`config.mk`:
```
export PLATFORM = sky130hd
export DESIGN_NAME = lcd_hd44780_ctrl_flat
export DESIGN_NICKNAME = d
export VERILOG_FILES = /design/src/rtl/lcd_hd44780_ctrl_if.sv /design/src/rtl/lcd_hd44780_ctrl.sv /design/src/flat_wrapper.sv
export SDC_FILE = /design/constraint.sdc
export NUM_CORES = 1
export LEC_CHECK = 0
export CORE_AREA = 3 3 95 79
export CTS_BUF_LIST = sky130_fd_sc_hd__clkbuf_8
export DETAILED_ROUTE_END_ITERATION = 7
export DIE_AREA = 0 0 98 82
export SETUP_SLACK_MARGIN = 0.05
export SYNTH_ARGS = -nofsm -noshare
export SYNTH_HDL_FRONTEND = slang
export SYNTH_SLANG_ARGS = --single-unit
export TNS_END_PERCENT = 100
```
`constraint.sdc`:
```
create_clock -name clk_i -period 2.5 [get_ports clk_i]
set_input_delay 0.25 -clock clk_i [delete_from_list [all_inputs] [get_ports clk_i]]
set_output_delay 0.25 -clock clk_i [all_outputs]
set_load 0.01 [all_outputs]
```
`src/rtl/lcd_hd44780_ctrl_if.sv`:
```
`default_nettype none
//------------------------------------------------------------------------------
// Module   : lcd_hd44780_ctrl_if
// Brief    : Bus bundle between the IO-bank LCD word register and the
//            HD44780 controller (word in, LCD pins and debug status out).
// Revision : 1.0 - initial release
//------------------------------------------------------------------------------
interface lcd_hd44780_ctrl_if;
  logic [31:0] lcd_word_i;
  logic [7:0]  lcd_data_o;
  logic        lcd_rs_o;
  logic        lcd_rw_o;
  logic        lcd_en_o;
  logic        lcd_on_o;
  logic        lcd_blon_o;
  logic        busy_o;
  logic        done_o;

  // IO-bank side: owns the LCD word, observes pins/status
  modport master (
    output lcd_word_i,
    input  lcd_data_o, lcd_rs_o, lcd_rw_o, lcd_en_o,
    input  lcd_on_o, lcd_blon_o, busy_o, done_o
  );

  // Controller side
  modport slave (
    input  lcd_word_i,
    output lcd_data_o, lcd_rs_o, lcd_rw_o, lcd_en_o,
    output lcd_on_o, lcd_blon_o, busy_o, done_o
  );
endinterface
`default_nettype wire

```
`src/rtl/lcd_hd44780_ctrl.sv`:
```
`default_nettype none
//------------------------------------------------------------------------------
// Module   : lcd_hd44780_ctrl
// Brief    : Turns changes of the 32-bit io_lcd word into timed HD44780
//            write cycles; runs power-up delay and 4-command init first.
// Revision : 1.0 - initial release
//------------------------------------------------------------------------------
module lcd_hd44780_ctrl #(
  parameter int T_PWR  = 750000,
  parameter int T_SU   = 2,
  parameter int T_EN   = 12,
  parameter int T_HOLD = 2,
  parameter int T_EXEC = 2000,
  parameter int T_CLR  = 82000,
  parameter int CNT_W  = 20
) (
  input  logic                clk_i,
  input  logic                rst_ni,
  lcd_hd44780_ctrl_if.slave   bus
);

  // Elaboration-time guard: every delay must be reachable by the counter.
  if ((T_PWR < 1) || (T_SU < 1) || (T_EN < 1) || (T_HOLD < 1) ||
      (T_EXEC < 1) || (T_CLR < 1) ||
      (64'(T_PWR)  > (64'd1 << CNT_W)) || (64'(T_SU)   > (64'd1 << CNT_W)) ||
      (64'(T_EN)   > (64'd1 << CNT_W)) || (64'(T_HOLD) > (64'd1 << CNT_W)) ||
      (64'(T_EXEC) > (64'd1 << CNT_W)) || (64'(T_CLR)  > (64'd1 << CNT_W)))
  begin : g_param_check
    $error("lcd_hd44780_ctrl: timing parameter out of range for CNT_W");
  end

  localparam logic [CNT_W-1:0] PWR_LAST  = CNT_W'(T_PWR  - 1);
  localparam logic [CNT_W-1:0] SU_LAST   = CNT_W'(T_SU   - 1);
  localparam logic [CNT_W-1:0] EN_LAST   = CNT_W'(T_EN   - 1);
  localparam logic [CNT_W-1:0] HOLD_LAST = CNT_W'(T_HOLD - 1);
  localparam logic [CNT_W-1:0] EXEC_LAST = CNT_W'(T_EXEC - 1);
  localparam logic [CNT_W-1:0] CLR_LAST  = CNT_W'(T_CLR  - 1);

  typedef enum logic [2:0] {
    S_PWR   = 3'd0,
    S_SETUP = 3'd1,
    S_EN    = 3'd2,
    S_HOLD  = 3'd3,
    S_WAIT  = 3'd4,
    S_IDLE  = 3'd5
  } state_e;

  // Fixed init program: 8-bit/2-line, display on, clear, entry mode.
  function automatic logic [7:0] init_cmd(input logic [1:0] idx);
    case (idx)
      2'd0:    init_cmd = 8'h38;
      2'd1:    init_cmd = 8'h0C;
      2'd2:    init_cmd = 8'h01;
      default: init_cmd = 8'h06;
    endcase
  endfunction

  state_e           state_q, state_d;
  logic [CNT_W-1:0] cnt_q,   cnt_d;
  logic [1:0]       idx_q,   idx_d;
  logic             init_q,  init_d;
  logic [10:0]      last_q,  last_d;
  logic [7:0]       data_q,  data_d;
  logic             rs_q,    rs_d;
  logic             en_q,    en_d;
  logic             busy_q,  busy_d;
  logic             done_q,  done_d;
  logic             on_q,    blon_q;

  logic             slow_cmd;
  logic [CNT_W-1:0] wait_last;

  // Bits of the word the controller has no use for.
  logic unused_word_bits;
  assign unused_word_bits = ^bus.lcd_word_i[29:11];

  // Clear and home are the only slow instructions on the HD44780.
  assign slow_cmd  = !rs_q && ((data_q == 8'h01) || (data_q == 8'h02));
  assign wait_last = slow_cmd ? CLR_LAST : EXEC_LAST;

  // Next-state, capture and status decode.
  always_comb begin
    state_d = state_q;
    idx_d   = idx_q;
    init_d  = init_q;
    last_d  = last_q;
    data_d  = data_q;
    rs_d    = rs_q;
    done_d  = 1'b0;

    case (state_q)
      S_PWR: begin
        if (cnt_q == PWR_LAST) begin
          state_d = S_SETUP;
          idx_d   = 2'd0;
          init_d  = 1'b1;
          data_d  = init_cmd(2'd0);
          rs_d    = 1'b0;
        end
      end
      S_SETUP: if (cnt_q == SU_LAST)   state_d = S_EN;
      S_EN:    if (cnt_q == EN_LAST)   state_d = S_HOLD;
      S_HOLD:  if (cnt_q == HOLD_LAST) state_d = S_WAIT;
      S_WAIT: begin
        if (cnt_q == wait_last) begin
          if (init_q && (idx_q != 2'd3)) begin
            idx_d   = idx_q + 2'd1;
            data_d  = init_cmd(idx_q + 2'd1);
            rs_d    = 1'b0;
            state_d = S_SETUP;
          end else begin
            done_d  = !init_q;
            init_d  = 1'b0;
            state_d = S_IDLE;
          end
        end
      end
      S_IDLE: begin
        // Only the value present now counts; intermediate writes are dropped.
        if (bus.lcd_word_i[10:0] != last_q) begin
          last_d  = bus.lcd_word_i[10:0];
          data_d  = bus.lcd_word_i[7:0];
          rs_d    = bus.lcd_word_i[8];
          state_d = S_SETUP;
        end
      end
      default: state_d = S_PWR;
    endcase

    // Counter restarts on every state entry so each phase times from zero.
    cnt_d  = (state_d != state_q) ? '0 : cnt_q + 1'b1;
    en_d   = (state_d == S_EN);
    busy_d = (state_d != S_IDLE);
  end

  // State, counter and registered outputs; reset kills EN immediately.
  always_ff @(posedge clk_i or negedge rst_ni) begin
    if (!rst_ni) begin
      state_q <= S_PWR;
      cnt_q   <= '0;
      idx_q   <= 2'd0;
      init_q  <= 1'b1;
      last_q  <= '0;
      data_q  <= '0;
      rs_q    <= 1'b0;
      en_q    <= 1'b0;
      busy_q  <= 1'b1;
      done_q  <= 1'b0;
      on_q    <= 1'b0;
      blon_q  <= 1'b0;
    end else begin
      state_q <= state_d;
      cnt_q   <= cnt_d;
      idx_q   <= idx_d;
      init_q  <= init_d;
      last_q  <= last_d;
      data_q  <= data_d;
      rs_q    <= rs_d;
      en_q    <= en_d;
      busy_q  <= busy_d;
      done_q  <= done_d;
      on_q    <= bus.lcd_word_i[31];
      blon_q  <= bus.lcd_word_i[30];
    end
  end

  assign bus.lcd_data_o = data_q;
  assign bus.lcd_rs_o   = rs_q;
  assign bus.lcd_rw_o   = 1'b0;
  assign bus.lcd_en_o   = en_q;
  assign bus.lcd_on_o   = on_q;
  assign bus.lcd_blon_o = blon_q;
  assign bus.busy_o     = busy_q;
  assign bus.done_o     = done_q;

endmodule
`default_nettype wire

```
`src/flat_wrapper.sv`:
```
// flat-port wrapper written by rule: the top's interface ports become plain ports
module lcd_hd44780_ctrl_flat 
#(
  parameter int T_PWR  = 750000,
  parameter int T_SU   = 2,
  parameter int T_EN   = 12,
  parameter int T_HOLD = 2,
  parameter int T_EXEC = 2000,
  parameter int T_CLR  = 82000,
  parameter int CNT_W  = 20
)
  (clk_i, rst_ni, bus_lcd_word_i, bus_lcd_data_o, bus_lcd_rs_o, bus_lcd_rw_o, bus_lcd_en_o, bus_lcd_on_o, bus_lcd_blon_o, bus_busy_o, bus_done_o);
  lcd_hd44780_ctrl_if bus_i ();
  input  logic clk_i;
  input  logic rst_ni;
  input wire logic [$bits(bus_i.lcd_word_i)-1:0] bus_lcd_word_i;
  output wire logic [$bits(bus_i.lcd_data_o)-1:0] bus_lcd_data_o;
  output wire logic [$bits(bus_i.lcd_rs_o)-1:0] bus_lcd_rs_o;
  output wire logic [$bits(bus_i.lcd_rw_o)-1:0] bus_lcd_rw_o;
  output wire logic [$bits(bus_i.lcd_en_o)-1:0] bus_lcd_en_o;
  output wire logic [$bits(bus_i.lcd_on_o)-1:0] bus_lcd_on_o;
  output wire logic [$bits(bus_i.lcd_blon_o)-1:0] bus_lcd_blon_o;
  output wire logic [$bits(bus_i.busy_o)-1:0] bus_busy_o;
  output wire logic [$bits(bus_i.done_o)-1:0] bus_done_o;
  assign bus_i.lcd_word_i = bus_lcd_word_i;
  assign bus_lcd_data_o = bus_i.lcd_data_o;
  assign bus_lcd_rs_o = bus_i.lcd_rs_o;
  assign bus_lcd_rw_o = bus_i.lcd_rw_o;
  assign bus_lcd_en_o = bus_i.lcd_en_o;
  assign bus_lcd_on_o = bus_i.lcd_on_o;
  assign bus_lcd_blon_o = bus_i.lcd_blon_o;
  assign bus_busy_o = bus_i.busy_o;
  assign bus_done_o = bus_i.done_o;
  lcd_hd44780_ctrl #(.T_PWR(T_PWR), .T_SU(T_SU), .T_EN(T_EN), .T_HOLD(T_HOLD), .T_EXEC(T_EXEC), .T_CLR(T_CLR), .CNT_W(CNT_W)) u_core (.clk_i(clk_i), .rst_ni(rst_ni), .bus(bus_i));
endmodule
```
==> results of run 1 <==
## stage by stage
| stage | TNS (ns) | instance area [um^2] | setup slack (ns) | hold WS, ns | instances |
|---|---|---|---|---|---|
| after floorplan | 0 | 2610 | 0.116 | -0.0456 | 248 |
| after global placement | 0 | 3150 | 0.0601 | 0.224 | 379 |
| after detailed placement | 0 | 3150 | 0.0447 | 0.233 | 379 |
| after CTS | 0 | 3270 | 0.0439 | 0.367 | 390 |
| after global routing | -0.0906 | 3270 | -0.0311 | 0.382 | 391 |
| final | 0 | 3270 | 0.0351 | 0.374 | 391 |
## synth_stat cells (3+ instances only)
master / count / share of area, %
dfrtp_1: 49 / 47
nor2_1: 32 / 4.6
xnor2_1: 21 / 7.0
nand2_1: 20 / 2.9
nand3_1: 14 / 2.7
mux2_2: 11 / 4.7
xor2_1: 10 / 3.4
nand4_1: 8 / 1.9
inv_1: 7 / 1.0
ha_1: 6 / 2.9
nor4_1: 6 / 1.4
mux2i_1: 4 / 1.5
nand2b_1: 4 / 0.96
nor3_1: 4 / 0.77
o21ai_0: 4 / 0.77
a21oi_1: 3 / 0.57
a22o_2: 3 / 1.1
buf_2: 3 / 0.57
o2bb2ai_1: 3 / 1.0
## how the worst max path moves through the flow
stage                                          start                                   end  slack (ns)  depth (start not counted)
final                     u_core.cnt_q[12]$_DFF_PN0_  u_core.bus.lcd_data_o[4]$_DFFE_PN0P_        0.04                          6
after CTS                 u_core.cnt_q[12]$_DFF_PN0_  u_core.bus.lcd_data_o[4]$_DFFE_PN0P_        0.04                          6
after detailed placement  u_core.cnt_q[13]$_DFF_PN0_  u_core.bus.lcd_data_o[4]$_DFFE_PN0P_        0.04                          6
after global routing      u_core.cnt_q[12]$_DFF_PN0_  u_core.bus.lcd_data_o[5]$_DFFE_PN0P_       -0.03                          6
after global placement    u_core.cnt_q[13]$_DFF_PN0_  u_core.bus.lcd_data_o[4]$_DFFE_PN0P_        0.06                          6
after floorplan           u_core.cnt_q[13]$_DFF_PN0_  u_core.bus.lcd_data_o[4]$_DFFE_PN0P_        0.12                          6
## cell usage in the layout, fill, tap and decap left out, types with 3 or more instances in the layout
master	instances
nor2_1	32
o2bb2ai_1	3
ha_1	6
nor3_1	4
buf_4	26
mux2_2	11
clkdlybuf4s50_1	27
clkbuf_8	5
nor4_1	6
nand2b_1	4
inv_1	7
mux2i_1	4
nand4_1	8
o21ai_0	4
a22o_2	3
dfrtp_1	49
nand2_1	20
nand3_1	14
xnor2_1	21
a21oi_1	3
xor2_1	10
## state kept, by name (all words and copies together) (netlist names), 2 cells and up
name / cells
u_core.cnt_q: 20
u_core.idx_q: 2
u_core.state_q: 3
u_core.last_q: 11
u_core.bus.lcd_data_o: 8
## area by class of cell
type,instances,share of cell area (%)
inverter,7,0.803
clock buffer,5,2.10
sequential,51,39.1
multi-input combinational,182,38.7
tap,87,3.33
timing repair buffer,56,15.3
clock inverter,3,0.726
## kinds of logic after synthesis
group | Yosys count | share of synthesized area (%)
and+or+nand+nor | 105 | 21.1
DFF | 51 | 48.9
AOI/OAI and AO/OA | 22 | 6.56
muxes | 17 | 7.42
xor gates and xnor gates | 31 | 10.4
buffers and inverters | 15 | 2.59
adders and majority gates | 6 | 2.87
other | 1 | 0.144
## repair_timing
action	4_1_cts	5_1_grt
hold buffers	1	0
pin swaps	1	0
hold endpoints to repair	19	0
endpoints found under the setup margin	2	26
buffers inserted	2	1
## per-layer routing
layer | part of all wire [%] | vias to the layer above | global-route usage (%)
met5 | 0 | - | 0
met3 | 4.5 | 6 | 2.97
met4 | 0.97 | 0 | 3.73
met1 | 54 | 929 | 23.3
li1 | - | 970 | -
met2 | 41 | 41 | 20.6
## power by group through the flow
stage | combinational (mW) | clock [mW] | sequential (mW)
floorplan | 0.0251 | 0 | 0.856
global placement | 0.0806 | 0 | 0.855
detailed placement | 0.0811 | 0 | 0.856
CTS | 0.0826 | 0.515 | 0.840
global route | 0.0892 | 0.545 | 0.841
finish | 0.0802 | 0.498 | 0.840
==> run summary, run 1 <==
WL/cell: 14.4 um
CP bufs+invs: 0
Worst vdd ir: 0.000262 V
Worst-margin pin slew: 0.497 ns
Synth Instances: 248
Crit path DAT: 2.66 ns
Worst R2R Start: u_core.cnt_q[12]$_DFF_PN0_
Critical path class: flip-flop to flip-flop
Multi-input gate area: 1270 um^2
Grt ovf: 0
Gr usage total: 14.9%
Post-synthesis cell type count: 43
Post-synth ARST share: 100%
CTS root buf: clkbuf_8
Leak pwr: 1.46 nW
Crit path cell chain: or4_4 -> nor4_4 -> nand2_1 -> or4b_4 -> a21boi_4 -> mux2_4
Largest net degree at the start of global routing: 32
Fill cells: 618
Total Power: 1.42 mW
Switching share of power: 23.9%
Routed vias: 1,946
Hold wc startpoint: bus_lcd_word_i[31]
CTS sink cnt: 51
Synth Cell Area: 2610 um^2
CP max-delay cell: or4_4
Layout cells sized above 1: 20.4%
Vias per Instance: 4.98
Synth Warn #: 0
Clock Power Share: 35.1%
Fin util: 48.7%
R2R depth: 6
Setup violators final: 0
Final wirelength: 5.65 mm
CTS tree: done
R2R setup slack: 0.04 ns
Port Buf Inserts: 28
Die Span X: 98 um
Post-synthesis sequential area ratio: 48.9%
Hold Path Cell Cnt: 1
Vias in the first global route: 1,881
Crit-path max FO: 7
Core Area: 6720 um^2
HPWL Detailed: 4.22 mm
RSZ-0062 raised after global routing: yes
# H-tree levels: 2
EDFF count, synth: 0
Final Skew: 0.00851 ns
FF+latch area: 1280 um^2
P_int: 1.08 mW
Initial DRC count: 78
Final Critical Period: 2.46 ns
Fin. Hold Viols: 0
Die Ht: 82 um
Initial Util: 38.9%
RePlAce Congestion: 0.847
Top FF cell, synth: dfrtp_1
CP max stage delay: 0.57 ns
FF+latch count, synth: 51
Initial antenna violation count: 0
Die area: 8040 um^2
Area delta synth->final: 25.3%
Routed Antenna Nets: 0
F_max: 406 MHz
Hold crit path type: input pin to flip-flop
First-pass GRT wire length: 9.45 mm
N_diodes: 0
Longest Clk Path Bufs: 2
Avg Cell Area, Syn: 10.5 um^2
Pre-antenna DRT Iters: 4
Final Max Tran Viols: 0
Nets: 343
Clock slew at reported path FFs: 0.10 ns
Power share of the combinational group: 5.7%
CTS resizes: 0
Syn_nets: 288
Max-slew headroom: 66.8%
P_sw: 0.338 mW
Worst path required time: 2.70 ns
Seq pwr share: 59.2%
Startpoint Class: flip-flop
CTS buffer count: 5
Maximum Capacitance Violations: 0
DRC Markers: 0
Hold endpoint: u_core.bus.lcd_on_o$_DFF_PN0_
Power Dens Cells: 433 nW/um^2
# IOs: 49
Num rows: 27
Final Cycle Share: 98.6%
Status: completed
R2R Path End: u_core.bus.lcd_data_o[4]$_DFFE_PN0P_
Delay-heaviest family, CP: simple AND/OR/NAND/NOR gates
Critical Path End Type: flip-flop
Clock latency on the worst-skew pair: 0.31 ns
Note: power is estimated with default switching activity, not from simulation.
==> run 2: changes to the inputs <==
--- a/constraint.sdc
+++ b/constraint.sdc
@@ -3,2 +3,2 @@
 set_output_delay 0.25 -clock clk_i [all_outputs]
-set_load 0.01 [all_outputs]
+set_load 0.005 [all_outputs]
==> results of run 2 <==
The final DEF is identical to that of run 1. Status: completed.
